**src/rtl/lock_sequencer_pkg.sv**
```systemverilog
// Shared constants, state encoding and helpers for the lock attempt sequencer.
package lock_pkg;

  // Width of one keypad / core digit.
  localparam int unsigned DIGIT_W = 4;
  // Width of the consecutive-failure counter (MAX_FAILS never exceeds 3).
  localparam int unsigned FAILS_W = 2;

  // Default parameter values for lock_sequencer.
  localparam int unsigned DEF_DIGITS         = 4;
  localparam int unsigned DEF_MAX_FAILS      = 3;
  localparam int unsigned DEF_ENTRY_TIMEOUT  = 200;
  localparam int unsigned DEF_UNLOCK_CYCLES  = 500;
  localparam int unsigned DEF_LOCKOUT_CYCLES = 1000;

  // Attempt FSM encoding. Plain constants keep the encoding visible to
  // older tools and waveform viewers.
  typedef logic [2:0] state_t;
  localparam state_t S_CLEAR   = 3'd0;
  localparam state_t S_IDLE    = 3'd1;
  localparam state_t S_ENTRY   = 3'd2;
  localparam state_t S_WAIT    = 3'd3;
  localparam state_t S_CHECK   = 3'd4;
  localparam state_t S_OPEN    = 3'd5;
  localparam state_t S_LOCKOUT = 3'd6;

  // Largest of three cycle counts; sizes the shared timer.
  function automatic int unsigned max3(input int unsigned a, input int unsigned b,
                                       input int unsigned c);
    int unsigned m;
    m = a;
    if (b > m) m = b;
    if (c > m) m = c;
    return m;
  endfunction

endpackage

```
**src/rtl/lock_sequencer_if.sv**
```systemverilog
// Keypad-side and core-side signals of the lock sequencer, plus status outputs.
// master = the sequencer, slave = its surroundings (keypad, core, status sink).
interface lock_sequencer_if;
  import lock_pkg::*;

  // Keypad front end
  logic               key_valid;
  logic [DIGIT_W-1:0] key_digit;
  logic               key_ready;

  // Combination lock core
  logic               lock_enter;
  logic [DIGIT_W-1:0] lock_digit;
  logic               lock_reset;
  logic               lock_unlocked;

  // Status
  logic               unlocked;
  logic               locked_out;
  logic               fail;
  logic [FAILS_W-1:0] fails;

  modport master (
    input  key_valid,
    input  key_digit,
    output key_ready,
    output lock_enter,
    output lock_digit,
    output lock_reset,
    input  lock_unlocked,
    output unlocked,
    output locked_out,
    output fail,
    output fails
  );

  modport slave (
    output key_valid,
    output key_digit,
    input  key_ready,
    input  lock_enter,
    input  lock_digit,
    input  lock_reset,
    output lock_unlocked,
    input  unlocked,
    input  locked_out,
    input  fail,
    input  fails
  );

endinterface

```
**src/rtl/lock_seq_timer.sv**
```systemverilog
// Clearable saturating up-counter with a terminal-count compare. 'last' is high
// in the cycle whose increment would make the count reach 'limit'.
module lock_seq_timer #(
  parameter int unsigned W = 8
) (
  input  logic         clk,
  input  logic         reset,
  input  logic         clr,
  input  logic         en,
  input  logic [W-1:0] limit,
  output logic         last
);

  logic [W-1:0] count_q, count_d;

  // Next count: clear wins over enable; hold at all-ones instead of wrapping.
  always_comb begin
    count_d = count_q;
    if (clr) begin
      count_d = '0;
    end else if (en && (count_q != '1)) begin
      count_d = count_q + W'(1);
    end
  end

  // Count register.
  always_ff @(posedge clk or negedge reset) begin
    if (!reset) begin
      count_q <= '0;
    end else begin
      count_q <= count_d;
    end
  end

  assign last = (count_q == (limit - W'(1)));

endmodule

```
**src/rtl/lock_sequencer.sv**
```systemverilog
// Attempt controller between the keypad and the 4-digit lock core: forwards keys,
// counts digits, checks the core's verdict, re-arms the core after each attempt,
// and handles failure lockout, entry timeout and automatic re-lock.
module lock_sequencer
  import lock_pkg::*;
#(
  parameter int unsigned DIGITS         = DEF_DIGITS,
  parameter int unsigned MAX_FAILS      = DEF_MAX_FAILS,
  parameter int unsigned ENTRY_TIMEOUT  = DEF_ENTRY_TIMEOUT,
  parameter int unsigned UNLOCK_CYCLES  = DEF_UNLOCK_CYCLES,
  parameter int unsigned LOCKOUT_CYCLES = DEF_LOCKOUT_CYCLES
) (
  input  logic             clk,
  input  logic             reset,
  lock_sequencer_if.master bus
);

  localparam int unsigned CNT_W = $clog2(DIGITS + 1);
  localparam int unsigned TW    =
      $clog2(max3(ENTRY_TIMEOUT, UNLOCK_CYCLES, LOCKOUT_CYCLES)) + 1;

  localparam logic [CNT_W-1:0]   DIGITS_C    = CNT_W'(DIGITS);
  localparam logic [FAILS_W-1:0] MAX_FAILS_C = FAILS_W'(MAX_FAILS);

  state_t             state_q, state_d;
  logic [CNT_W-1:0]   cnt_q, cnt_d;
  logic               lock_enter_q, lock_enter_d;
  logic [DIGIT_W-1:0] lock_digit_q, lock_digit_d;
  logic               fail_q, fail_d;
  logic [FAILS_W-1:0] fails_q, fails_d;

  logic               key_ready;
  logic               accept;
  logic [CNT_W-1:0]   cnt_inc;
  logic [FAILS_W-1:0] fails_inc;

  logic               tmr_clr;
  logic               tmr_en;
  logic [TW-1:0]      tmr_limit;
  logic               tmr_last;

  assign key_ready = (state_q == S_IDLE) || (state_q == S_ENTRY);
  assign accept    = bus.key_valid && key_ready;
  assign cnt_inc   = cnt_q + CNT_W'(1);
  assign fails_inc = (fails_q >= MAX_FAILS_C) ? fails_q : (fails_q + FAILS_W'(1));

  // One timer serves ENTRY (idle timeout), OPEN and LOCKOUT; it is held at zero
  // elsewhere so each of those states starts counting from zero.
  always_comb begin
    tmr_clr   = 1'b1;
    tmr_en    = 1'b0;
    tmr_limit = TW'(ENTRY_TIMEOUT);
    case (state_q)
      S_ENTRY: begin
        // An accepted key restarts the idle window, even on the timeout cycle.
        tmr_clr = accept;
        tmr_en  = !accept;
      end
      S_OPEN: begin
        tmr_clr   = 1'b0;
        tmr_en    = 1'b1;
        tmr_limit = TW'(UNLOCK_CYCLES);
      end
      S_LOCKOUT: begin
        tmr_clr   = 1'b0;
        tmr_en    = 1'b1;
        tmr_limit = TW'(LOCKOUT_CYCLES);
      end
      default: ;
    endcase
  end

  lock_seq_timer #(
    .W (TW)
  ) u_timer (
    .clk   (clk),
    .reset (reset),
    .clr   (tmr_clr),
    .en    (tmr_en),
    .limit (tmr_limit),
    .last  (tmr_last)
  );

  // Attempt FSM, digit counting, key forwarding and failure bookkeeping.
  always_comb begin
    state_d      = state_q;
    cnt_d        = cnt_q;
    lock_enter_d = accept;
    lock_digit_d = accept ? bus.key_digit : lock_digit_q;
    fail_d       = 1'b0;
    fails_d      = fails_q;

    case (state_q)
      S_CLEAR: begin
        cnt_d   = '0;
        state_d = S_IDLE;
      end
      S_IDLE: begin
        if (accept) begin
          cnt_d   = CNT_W'(1);
          state_d = S_ENTRY;
        end
      end
      S_ENTRY: begin
        if (accept) begin
          cnt_d = cnt_inc;
          if (cnt_inc == DIGITS_C) state_d = S_WAIT;
        end else if (tmr_last) begin
          // Abandoned entry: re-arm the core without counting a failure.
          state_d = S_CLEAR;
        end
      end
      S_WAIT: begin
        // Core consumes the last digit this cycle.
        state_d = S_CHECK;
      end
      S_CHECK: begin
        if (bus.lock_unlocked) begin
          fails_d = '0;
          state_d = S_OPEN;
        end else begin
          fail_d  = 1'b1;
          fails_d = fails_inc;
          state_d = (fails_inc == MAX_FAILS_C) ? S_LOCKOUT : S_CLEAR;
        end
      end
      S_OPEN: begin
        if (tmr_last) state_d = S_CLEAR;
      end
      S_LOCKOUT: begin
        if (tmr_last) begin
          fails_d = '0;
          state_d = S_CLEAR;
        end
      end
      default: begin
        state_d = S_CLEAR;
      end
    endcase
  end

  // State and registered outputs; reset leaves the core held in reset via CLEAR.
  always_ff @(posedge clk or negedge reset) begin
    if (!reset) begin
      state_q      <= S_CLEAR;
      cnt_q        <= '0;
      lock_enter_q <= 1'b0;
      lock_digit_q <= '0;
      fail_q       <= 1'b0;
      fails_q      <= '0;
    end else begin
      state_q      <= state_d;
      cnt_q        <= cnt_d;
      lock_enter_q <= lock_enter_d;
      lock_digit_q <= lock_digit_d;
      fail_q       <= fail_d;
      fails_q      <= fails_d;
    end
  end

  assign bus.key_ready  = key_ready;
  assign bus.lock_enter = lock_enter_q;
  assign bus.lock_digit = lock_digit_q;
  assign bus.lock_reset = (state_q == S_CLEAR);
  assign bus.unlocked   = (state_q == S_OPEN);
  assign bus.locked_out = (state_q == S_LOCKOUT);
  assign bus.fail       = fail_q;
  assign bus.fails      = fails_q;

  // The core must never see an enter strobe while it is being reset.
  a_enter_not_reset: assert property (@(posedge clk) disable iff (!reset)
    !(bus.lock_enter && bus.lock_reset));

  // Keys offered while not ready are dropped.
  a_drop_key: assert property (@(posedge clk) disable iff (!reset)
    (bus.key_valid && !key_ready) |=> !bus.lock_enter);

  // The failure count never passes its limit.
  a_fails_bound: assert property (@(posedge clk) disable iff (!reset)
    fails_q <= MAX_FAILS_C);

endmodule

```
**src/flat_wrapper.sv**
```systemverilog
// flat-port wrapper written by rule: the top's interface ports become plain ports
module lock_sequencer_flat import lock_pkg::*;
#(
  parameter int unsigned DIGITS         = DEF_DIGITS,
  parameter int unsigned MAX_FAILS      = DEF_MAX_FAILS,
  parameter int unsigned ENTRY_TIMEOUT  = DEF_ENTRY_TIMEOUT,
  parameter int unsigned UNLOCK_CYCLES  = DEF_UNLOCK_CYCLES,
  parameter int unsigned LOCKOUT_CYCLES = DEF_LOCKOUT_CYCLES
)
  (clk, reset, bus_key_valid, bus_key_digit, bus_key_ready, bus_lock_enter, bus_lock_digit, bus_lock_reset, bus_lock_unlocked, bus_unlocked, bus_locked_out, bus_fail, bus_fails);
  lock_sequencer_if bus_i ();
  input  logic clk;
  input  logic reset;
  input wire logic [$bits(bus_i.key_valid)-1:0] bus_key_valid;
  input wire logic [$bits(bus_i.key_digit)-1:0] bus_key_digit;
  output wire logic [$bits(bus_i.key_ready)-1:0] bus_key_ready;
  output wire logic [$bits(bus_i.lock_enter)-1:0] bus_lock_enter;
  output wire logic [$bits(bus_i.lock_digit)-1:0] bus_lock_digit;
  output wire logic [$bits(bus_i.lock_reset)-1:0] bus_lock_reset;
  input wire logic [$bits(bus_i.lock_unlocked)-1:0] bus_lock_unlocked;
  output wire logic [$bits(bus_i.unlocked)-1:0] bus_unlocked;
  output wire logic [$bits(bus_i.locked_out)-1:0] bus_locked_out;
  output wire logic [$bits(bus_i.fail)-1:0] bus_fail;
  output wire logic [$bits(bus_i.fails)-1:0] bus_fails;
  assign bus_i.key_valid = bus_key_valid;
  assign bus_i.key_digit = bus_key_digit;
  assign bus_key_ready = bus_i.key_ready;
  assign bus_lock_enter = bus_i.lock_enter;
  assign bus_lock_digit = bus_i.lock_digit;
  assign bus_lock_reset = bus_i.lock_reset;
  assign bus_i.lock_unlocked = bus_lock_unlocked;
  assign bus_unlocked = bus_i.unlocked;
  assign bus_locked_out = bus_i.locked_out;
  assign bus_fail = bus_i.fail;
  assign bus_fails = bus_i.fails;
  lock_sequencer #(.DIGITS(DIGITS), .MAX_FAILS(MAX_FAILS), .ENTRY_TIMEOUT(ENTRY_TIMEOUT), .UNLOCK_CYCLES(UNLOCK_CYCLES), .LOCKOUT_CYCLES(LOCKOUT_CYCLES)) u_core (.clk(clk), .reset(reset), .bus(bus_i));
endmodule
```
**config.mk**
```make
export PLATFORM = sky130hd
export DESIGN_NAME = lock_sequencer_flat
export DESIGN_NICKNAME = d
export VERILOG_FILES = /design/src/rtl/lock_sequencer_pkg.sv /design/src/rtl/lock_sequencer_if.sv /design/src/rtl/lock_seq_timer.sv /design/src/rtl/lock_sequencer.sv /design/src/flat_wrapper.sv
export SDC_FILE = /design/constraint.sdc
export NUM_CORES = 1
export LEC_CHECK = 0
export CORE_ASPECT_RATIO = 1.2
export CORE_UTILIZATION = 35
export CTS_CLUSTER_SIZE = 16
export DETAILED_ROUTE_END_ITERATION = 8
export PLACE_DENSITY = 0.63
export REMOVE_ABC_BUFFERS = 1
export SYNTH_ARGS = -nofsm -noshare
export SYNTH_HDL_FRONTEND = slang
export SYNTH_SLANG_ARGS = --single-unit
```
**constraint.sdc**
```tcl
create_clock -name clk -period 2.4 [get_ports clk]
set_input_delay 0.48 -clock clk [delete_from_list [all_inputs] [get_ports clk]]
set_output_delay 0.48 -clock clk [all_outputs]
set_load 0.01 [all_outputs]
```
# Word-level counts from Yosys, hierarchy flattened
# Index checks and enable logic that the tools add are counted.
dict set report totals {
  register_bits 25
  input_bits 8
  out_inout_bits 12
  elab_cells 59
}
dict set report classes {
  n_addsub 4
  magnitude_cmp 1
  eq_ne 14
  muxes 21
  n_reduce_logical 12
}
# cell count
set op_table {}
lappend op_table {{$mux 3} 8}
lappend op_table {{$mux 11} 2}
lappend op_table {{$pmux 10 s2} 1}
lappend op_table {{$pmux 3 s6} 1}
lappend op_table {{$eq 3x3->1 const B} 4}
lappend op_table {{$add 11x1->11 const B} 1}
lappend op_table {{$eq 11x11->1} 1}
lappend op_table {{$ne 11x11->1 const B} 1}
lappend op_table {{$sub 11x1->11 const B} 1}
lappend op_table {{$pmux 3 s3} 1}
lappend op_table {{$eq 3x2->1 const B} 2}
lappend op_table {{$mux 2} 3}
lappend op_table {{$ne 2x1->1 const B} 3}
lappend op_table {{$pmux 1 s2} 2}
lappend op_table {{$pmux 2 s2} 1}
lappend op_table {{$reduce_and 2->1} 2}
lappend op_table {{$reduce_bool 2->1} 2}
lappend op_table {{$add 3x1->3 const B} 1}
lappend op_table {{$eq 3x1->1 const B} 1}
lappend op_table {{$logic_not 3->1} 1}
lappend op_table {{$ne 3x3->1 const B} 1}
lappend op_table {{$reduce_and 3->1} 1}
lappend op_table {{$reduce_bool 3->1} 1}
lappend op_table {{$add 2x1->2 const B} 1}
lappend op_table {{7 further kinds} 9}

# Depth between registers and ports, before layout
# Gate-level depths: netlist of run 1.
dict set report depth {
  ltp_word 8
  ltp_mapped 6
  depth_no_buf 6
}

# Cells and area by module
# A second synthesis of run 1 with hierarchy kept.
dict set report hier_totals {
  hier_cells 191
  hier_area_um2 1853.0
}
# module n_inst cells_each area_each_um2 seq_area_each_um2
set modules_own_cells {}
lappend modules_own_cells {lock_seq_timer 1 108 988.4 275.3}
lappend modules_own_cells {lock_sequencer 1 83 864.6 350.3}

# Least setup slack after synthesis of run 1
# OpenSTA, ideal clock, no wires.
dict set report synth_timing {
  kind {reg-to-reg}
  start {reg u_core.u_timer.count_q[0]}
  end {reg u_core.state_q[1]}
  setup_time_ns 0.126
  arrival_time_ns 1.650
  t_required_ns 2.274
  slack_ns 0.624
  stages_incl_launch_ff 7
  path_buffers 0
  synth_period_minus_slack_ns 1.776
  path_cell_list {dfrtp_1 > ha_1 > or3b_4 > a2111oi_4 > nor2_1 > o32ai_2 > a21oi_1}
}
dict set report synth_between {
  elab_chain_cells 4
}
# element line_no
set synth_rtl {}
lappend synth_rtl {{start, declared} lock_seq_timer.sv:14} ;# logic [W-1:0] count_q, count_d;
lappend synth_rtl {{start signal, assigned} lock_seq_timer.sv:31} ;# count_q <= count_d;
lappend synth_rtl {{$eq 11x11->1 (*)} lock_seq_timer.sv:35} ;# assign last = (count_q == (limit - W'(1)));
lappend synth_rtl {{$mux 3 (*)} n/a}
lappend synth_rtl {{$mux 3} n/a}
lappend synth_rtl {{$pmux 3 s6 (*)} n/a}
lappend synth_rtl {{end signal, assigned} lock_sequencer.sv:152} ;# state_q <= state_d;
lappend synth_rtl {{end, declared} lock_sequencer.sv:25} ;# state_t state_q, state_d;
# Mark *: on every way between the ends. The rest lies on a longest branch, timed or not.
# A chain may end at the register's enable or synchronous reset.

# Final worst setup path of run 1
dict set report layout_timing {
  start {reg u_core.state_q[0]}
  end {out bus_locked_out}
}
dict set report layout_between {
  elab_chain_cells 1
}
# element line_no
set layout_rtl {}
lappend layout_rtl {{$eq 3x3->1} lock_sequencer.sv:166} ;# assign bus.locked_out = (state_q == S_LOCKOUT);
lappend layout_rtl {{end, declared} flat_wrapper.sv:22} ;# output wire logic [$bits(bus_i.locked_out)-1:0] bus_locked_out;
# No other way between the ends.

==> flow_metrics.env, run 1 <==
export IMPL_clk_latency_ns=0.26
export IMPL_start_util_pct=37.6
export IMPL_drive_gt1_share_pct=13.5
export IMPL_yosys_warnings=0
export IMPL_ios=20
export IMPL_synth_seq_cells=25
export IMPL_first_pass_iters=4
export IMPL_worst_pin_slew_ns=0.365
export IMPL_criticalPathCategory="reg2out"
export IMPL_htreeDepth=1
export IMPL_hpwl_um=2140
export IMPL_final_core_util_pct=45.6
export IMPL_core_area_um2=3750
export IMPL_grt_max_degree=26
export IMPL_clkSinkCount=25
export IMPL_dieHeight_um=71.6
export IMPL_cts_setup_buffers=0
export IMPL_cp_max_fo=12
export IMPL_synth_area_leader_cell="dfrtp_1"
export IMPL_grt_overflow=0
export IMPL_nNetsFinal=182
export IMPL_power_leakage_nw=0.682
export IMPL_hold_class="reg2reg"
export IMPL_antenna_left=0
export IMPL_cts_tree="built"
export IMPL_area_growth_pct=21.1
export IMPL_track_usage_pct=15.7
export IMPL_vias_per_cell=5.11
export IMPL_fmax_mhz=452
export IMPL_worstPathArrival_ns=1.73
export IMPL_first_iter_violations=104
export IMPL_clock_root_buffer="clkbuf_8"
export IMPL_io_buffers=19
export IMPL_maxCapViolations=0
export IMPL_numCtsBuffers=3
export IMPL_dieArea_um2=4300
export IMPL_synthFlopType="dfrtp_1"
export IMPL_clk_pin_slew_ns=0.08
export IMPL_cp_start_kind="flip-flop"
export IMPL_grt_setup_unrepaired="false"
export IMPL_hold_viol=0
export IMPL_netlist_area_leader_share_pct=44.3
export IMPL_netlist_top_cells_area="dfrtp_1 (44%), nor2_1 (4.8%), a21oi_1 (4.6%)"
export IMPL_vias=1134
export IMPL_wl_per_cell_um=12.9
export IMPL_finalSetupViolCount=0
export IMPL_die_width_um=60.0
export IMPL_final_setup_skew_ns=0.00567
export IMPL_syn_area_um2=1410
export IMPL_antenna_found_initial=0
export IMPL_drc=0
export IMPL_p_per_area_nw_per_um2=1020
export IMPL_multiInputGateArea_um2=721
export IMPL_async_flop_share_pct=100
export IMPL_setup_tns_ns=0
export IMPL_grt_pass1_vias=1171
export IMPL_finalWirelength_um=2860
export IMPL_final_seq_area_um2=628
export IMPL_n_fill_cell=375
export IMPL_outcome="finished, final reports clean"
export IMPL_syn_inst=151
export IMPL_gp_congestion=0.823
export IMPL_cp_required_ns=1.92
export IMPL_fin_crit_sh_pct=92.2
export IMPL_diodes=0
export IMPL_relSlewSlack_pct=75.6
export IMPL_endpoint_kind="output port"
export IMPL_vdd_ir_drop_max_mv=0.282
export IMPL_slew_violations=0
export IMPL_rows=24
export IMPL_finalWorstPathRequiredPeriod_ns=2.21
export IMPL_cts_buffer_depth=2
export IMPL_avgSynthCellArea_um2=9.36
export IMPL_yosysSeqAreaShare_pct=44.3
export IMPL_grt_pass1_wl_um=5270
export IMPL_synth_cell_types=41
export IMPL_synth_edf_count=0
[cell families after synthesis]
kind of cell | synth area share [%]
AND/OR/NAND/NOR | 22.7
AO/OA/AOI/OAI | 15.8
flip-flops | 44.3
buffers and inverters | 4.69
XOR/XNOR | 6.73
multiplexers | 3.19
adder cells (fa/ha/maj) | 2.66
[synthesized netlist by cell type, types with 2 or more instances]
library cell	number
dfrtp_1	25
nor2_1	18
nand2_1	15
a21oi_1	13
inv_1	8
nand3_1	6
nor3_1	6
xnor2_1	6
buf_2	5
mux2_2	4
o21ai_0	4
ha_1	3
o22ai_1	3
xor2_1	3
a211oi_1	2
clkbuf_1	2
nand4_1	2
o211ai_1	2
o21ai_1	2
[cell type report]
class                   count  area share, %
flip-flops and latches     25           36.7
inverters                   8           1.76
clock buffers               3           2.41
repair buffers             23           12.9
multi-input cells         110           42.1
clock inverters             1          0.293
well taps                  52           3.80
[flip-flops by register name, indices dropped and copies added, names as in the netlist]
signal                  cells
u_core.cnt_q                3
u_core.bus.fails            2
u_core.u_timer.count_q     11
u_core.bus.lock_enter       1
u_core.bus.lock_digit       4
u_core.state_q              3
u_core.bus.fail             1
[worst paths after layout]
path	to	startpoint	depth (start not counted)	slack (ns)
setup / recovery	bus_locked_out	u_core.state_q[0]$_DFFE_PN0P_	4	0.19
min in group asynchronous	u_core.cnt_q[2]$_DFFE_PN0P_	reset	2	0.58
hold / removal	u_core.bus.lock_digit[0]$_DFFE_PN0P_	u_core.bus.lock_digit[0]$_DFFE_PN0P_	1	0.51
max in group asynchronous	u_core.state_q[1]$_DFFE_PN0P_	reset	2	1.55
setup reg to reg	u_core.state_q[1]$_DFFE_PN0P_	u_core.u_timer.count_q[0]$_DFFE_PN0P_	6	0.42
hold reg to reg	u_core.bus.lock_digit[0]$_DFFE_PN0P_	u_core.bus.lock_digit[0]$_DFFE_PN0P_	1	0.51
[cells in the final DEF (no fill, tap or decap), types with 2 or more instances in the layout]
| cell | count |
|---|---|
| clkdlybuf4s50_1 | 19 |
| xnor2_1 | 6 |
| ha_1 | 3 |
| o22ai_1 | 3 |
| o21ai_1 | 2 |
| buf_4 | 4 |
| nand2_1 | 15 |
| o211ai_1 | 2 |
| nor2_1 | 18 |
| o21ai_0 | 4 |
| xor2_1 | 3 |
| mux2_2 | 4 |
| nand3_1 | 6 |
| inv_1 | 8 |
| dfrtp_2 | 2 |
| dfrtp_1 | 23 |
| a211oi_1 | 2 |
| a21oi_1 | 13 |
| clkbuf_8 | 3 |
| nand4_1 | 2 |
| nor3_1 | 6 |
[power by group]
part	switching, W	leakage, nW	internal, W
clock network	0.000131	0.0255	0.000116
logic	0.000411	0.333	0.000406
registers	0.000146	0.324	0.000541
[repair_timing]
action | in CTS | in global routing
hold buffers | 0 | 0
setup endpoints to repair | 0 | 1
gates resized for setup | 0 | 2
endpoints found under the hold margin | 0 | 0
[routing by layer]
layer,up-vias,GRT usage [%],wire [µm]
met1,541,19.9,1280
met4,0,3.62,15
li1,569,-,-
met5,-,0,0
met3,2,2.35,78
met2,22,27.8,1490
[through the flow]
stage	instances	worst slack, ns	power, W	hold slack [ns]	area [µm²]
after floorplan	143	0.624	0.00114	0.184	1380
after global placement	218	0.386	0.00149	0.492	1660
after detailed placement	218	0.353	0.00152	0.497	1660
after CTS	222	0.109	0.00177	0.518	1710
after global routing	222	0.0506	0.00191	0.550	1710
final	222	0.187	0.00175	0.511	1710
[critical path: stages, from the launching register on]
cell	delay (ns)
dfrtp_1	0.51
inv_1	0.15
nand2_1	0.12
nor2_1	0.15
clkdlybuf4s50_1	0.55
Power figures use the tool's default switching activity.
==> inputs of run 2 (changes only) <==
- CTS_CLUSTER_DIAMETER: not set -> 120
- CTS_CLUSTER_SIZE: 16 -> 40
==> results of run 2 <==
Final layout, timing and power as in run 1 (identical DEF).
==> inputs of run 3 (changes only) <==
- GPL_TIMING_DRIVEN: not set -> 0
==> flow_metrics.env, run 3 (synthesized netlist as in run 1, its figures left out) <==
export IMPL_grt_overflow=0
export IMPL_criticalPathCategory="reg2out"
export IMPL_first_iter_violations=90
export IMPL_grt_pass1_wl_um=5060
export IMPL_worst_pin_slew_ns=1.10
export IMPL_first_pass_iters=4
export IMPL_clock_root_buffer="clkbuf_8"
export IMPL_vdd_ir_drop_max_mv=0.428
export IMPL_place_inst=214
export IMPL_fmax_mhz=447
export IMPL_path_delay_family="buffers and inverters"
export IMPL_grt_setup_unrepaired="false"
export IMPL_cts_tree="built"
export IMPL_crit_slowest_cell="clkdlybuf4s50_1"
export IMPL_power_leakage_nw=0.662
export IMPL_vias_per_cell=5.28
export IMPL_multiInputGateArea_um2=721
export IMPL_htreeDepth=1
export IMPL_antenna_found_initial=0
export IMPL_regMostFlops="u_core.u_timer.count_q"
export IMPL_final_setup_skew_ns=0.00397
export IMPL_slowest_delay_ns=0.56
export IMPL_area_growth_pct=19.0
export IMPL_instances_no_fill=218
export IMPL_hold_viol=0
export IMPL_clk_latency_ns=0.26
export IMPL_gp_congestion=0.888
export IMPL_n_fill_cell=374
export IMPL_vias=1152
export IMPL_cp_start_kind="flip-flop"
export IMPL_crit_buf_inv=2
export IMPL_cp_max_fo=15
export IMPL_outcome="finished, final reports clean"
export IMPL_ctsResizeCount=1
export IMPL_worstPathCellList="inv_1 -> nand2_1 -> nor2_1 -> clkdlybuf4s50_1"
export IMPL_numCtsBuffers=3
export IMPL_finalWorstPathRequiredPeriod_ns=2.24
export IMPL_cts_buffer_depth=2
export IMPL_slew_violations=0
export IMPL_p_per_area_nw_per_um2=1010
export IMPL_endpoint_kind="output port"
export IMPL_place_ws_ns=0.197
export IMPL_setup_tns_ns=0
export IMPL_dieArea_um2=4300
export IMPL_fin_crit_sh_pct=93.3
export IMPL_dieHeight_um=71.6
export IMPL_io_buffers=19
export IMPL_clkSinkCount=25
export IMPL_cp_required_ns=1.92
export IMPL_diodes=0
export IMPL_track_usage_pct=15.1
export IMPL_final_seq_area_um2=629
export IMPL_grt_pass1_vias=1141
export IMPL_fin_ws_ns=0.161
export IMPL_core_area_um2=3750
export IMPL_hpwl_um=2050
export IMPL_drc=0
export IMPL_clk_pin_slew_ns=0.09
export IMPL_cts_setup_buffers=0
export IMPL_die_width_um=60.0
export IMPL_mostFrequentLayoutCells="dfrtp_1 (22), clkdlybuf4s50_1 (19), nor2_1 (18)"
export IMPL_grt_max_degree=26
export IMPL_largest_reg_flops=11
export IMPL_finalSetupViolCount=0
export IMPL_wl_per_cell_um=12.9
export IMPL_nNetsFinal=178
export IMPL_start_util_pct=37.6
export IMPL_drive_gt1_share_pct=12.0
export IMPL_hold_class="reg2reg"
export IMPL_rows=24
export IMPL_final_common_cell="dfrtp_1"
export IMPL_antenna_left=0
export IMPL_relSlewSlack_pct=26.6
export IMPL_maxCapViolations=0
export IMPL_ios=20
export IMPL_worstPathArrival_ns=1.76
export IMPL_hold_buffers=0
export IMPL_finalWirelength_um=2820
## run 3: cell count changes in the layout (fill, tap and decap cells not counted), sizes merged
cell / delta
buf: -4
## run 3: cell type report
cell class              instances  area share [%]
flip-flops and latches         25            37.4
clock buffers                   3            2.46
repair buffers                 19            11.3
inverters                       8            1.79
multi-input cells             110            42.9
well taps                      52            3.87
clock inverters                 1           0.298
## run 3: power breakdown
group          total, W  internal (W)  switching, W
Clock          0.000247      0.000116      0.000131
Combinational  0.000739      0.000371      0.000368
Sequential     0.000716      0.000542      0.000175
Total           0.00170       0.00103      0.000674
## run 3: worst paths after layout
kind | endpoint | slack [ns] | cells past startpoint | from
setup / recovery | bus_locked_out | 0.16 | 4 | u_core.state_q[0]$_DFFE_PN0P_
hold / removal | u_core.bus.lock_digit[1]$_DFFE_PN0P_ | 0.51 | 1 | u_core.bus.lock_digit[1]$_DFFE_PN0P_
setup reg to reg | u_core.state_q[0]$_DFFE_PN0P_ | 0.47 | 6 | u_core.u_timer.count_q[0]$_DFFE_PN0P_
hold reg to reg | u_core.bus.lock_digit[1]$_DFFE_PN0P_ | 0.51 | 1 | u_core.bus.lock_digit[1]$_DFFE_PN0P_
max in group asynchronous | u_core.state_q[0]$_DFFE_PN0P_ | 0.87 | 1 | reset
min in group asynchronous | u_core.state_q[2]$_DFFE_PN0P_ | 0.80 | 1 | reset
## run 3: metal layers
layer  up-vias  share of wire, %  global-route usage [%]
met4         0              0.43                    4.39
li1        563                 -                       -
met3         2               4.2                    2.17
met1       555                45                    20.7
met2        32                50                    24.3
met5         -                 0                       0
## run 3: metrics by stage
| stage | hold WS [ns] | total power, W | instance area, µm² | util, % |
|---|---|---|---|---|
| after floorplan | 0.184 | 0.00114 | 1380 | - |
| after global placement | 0.492 | 0.00144 | 1630 | 43.5 |
| after detailed placement | 0.498 | 0.00147 | 1630 | 43.5 |
| after CTS | 0.519 | 0.00172 | 1680 | 44.7 |
| after global routing | 0.537 | 0.00185 | 1680 | 44.8 |
| final | 0.514 | 0.00170 | 1680 | 44.8 |
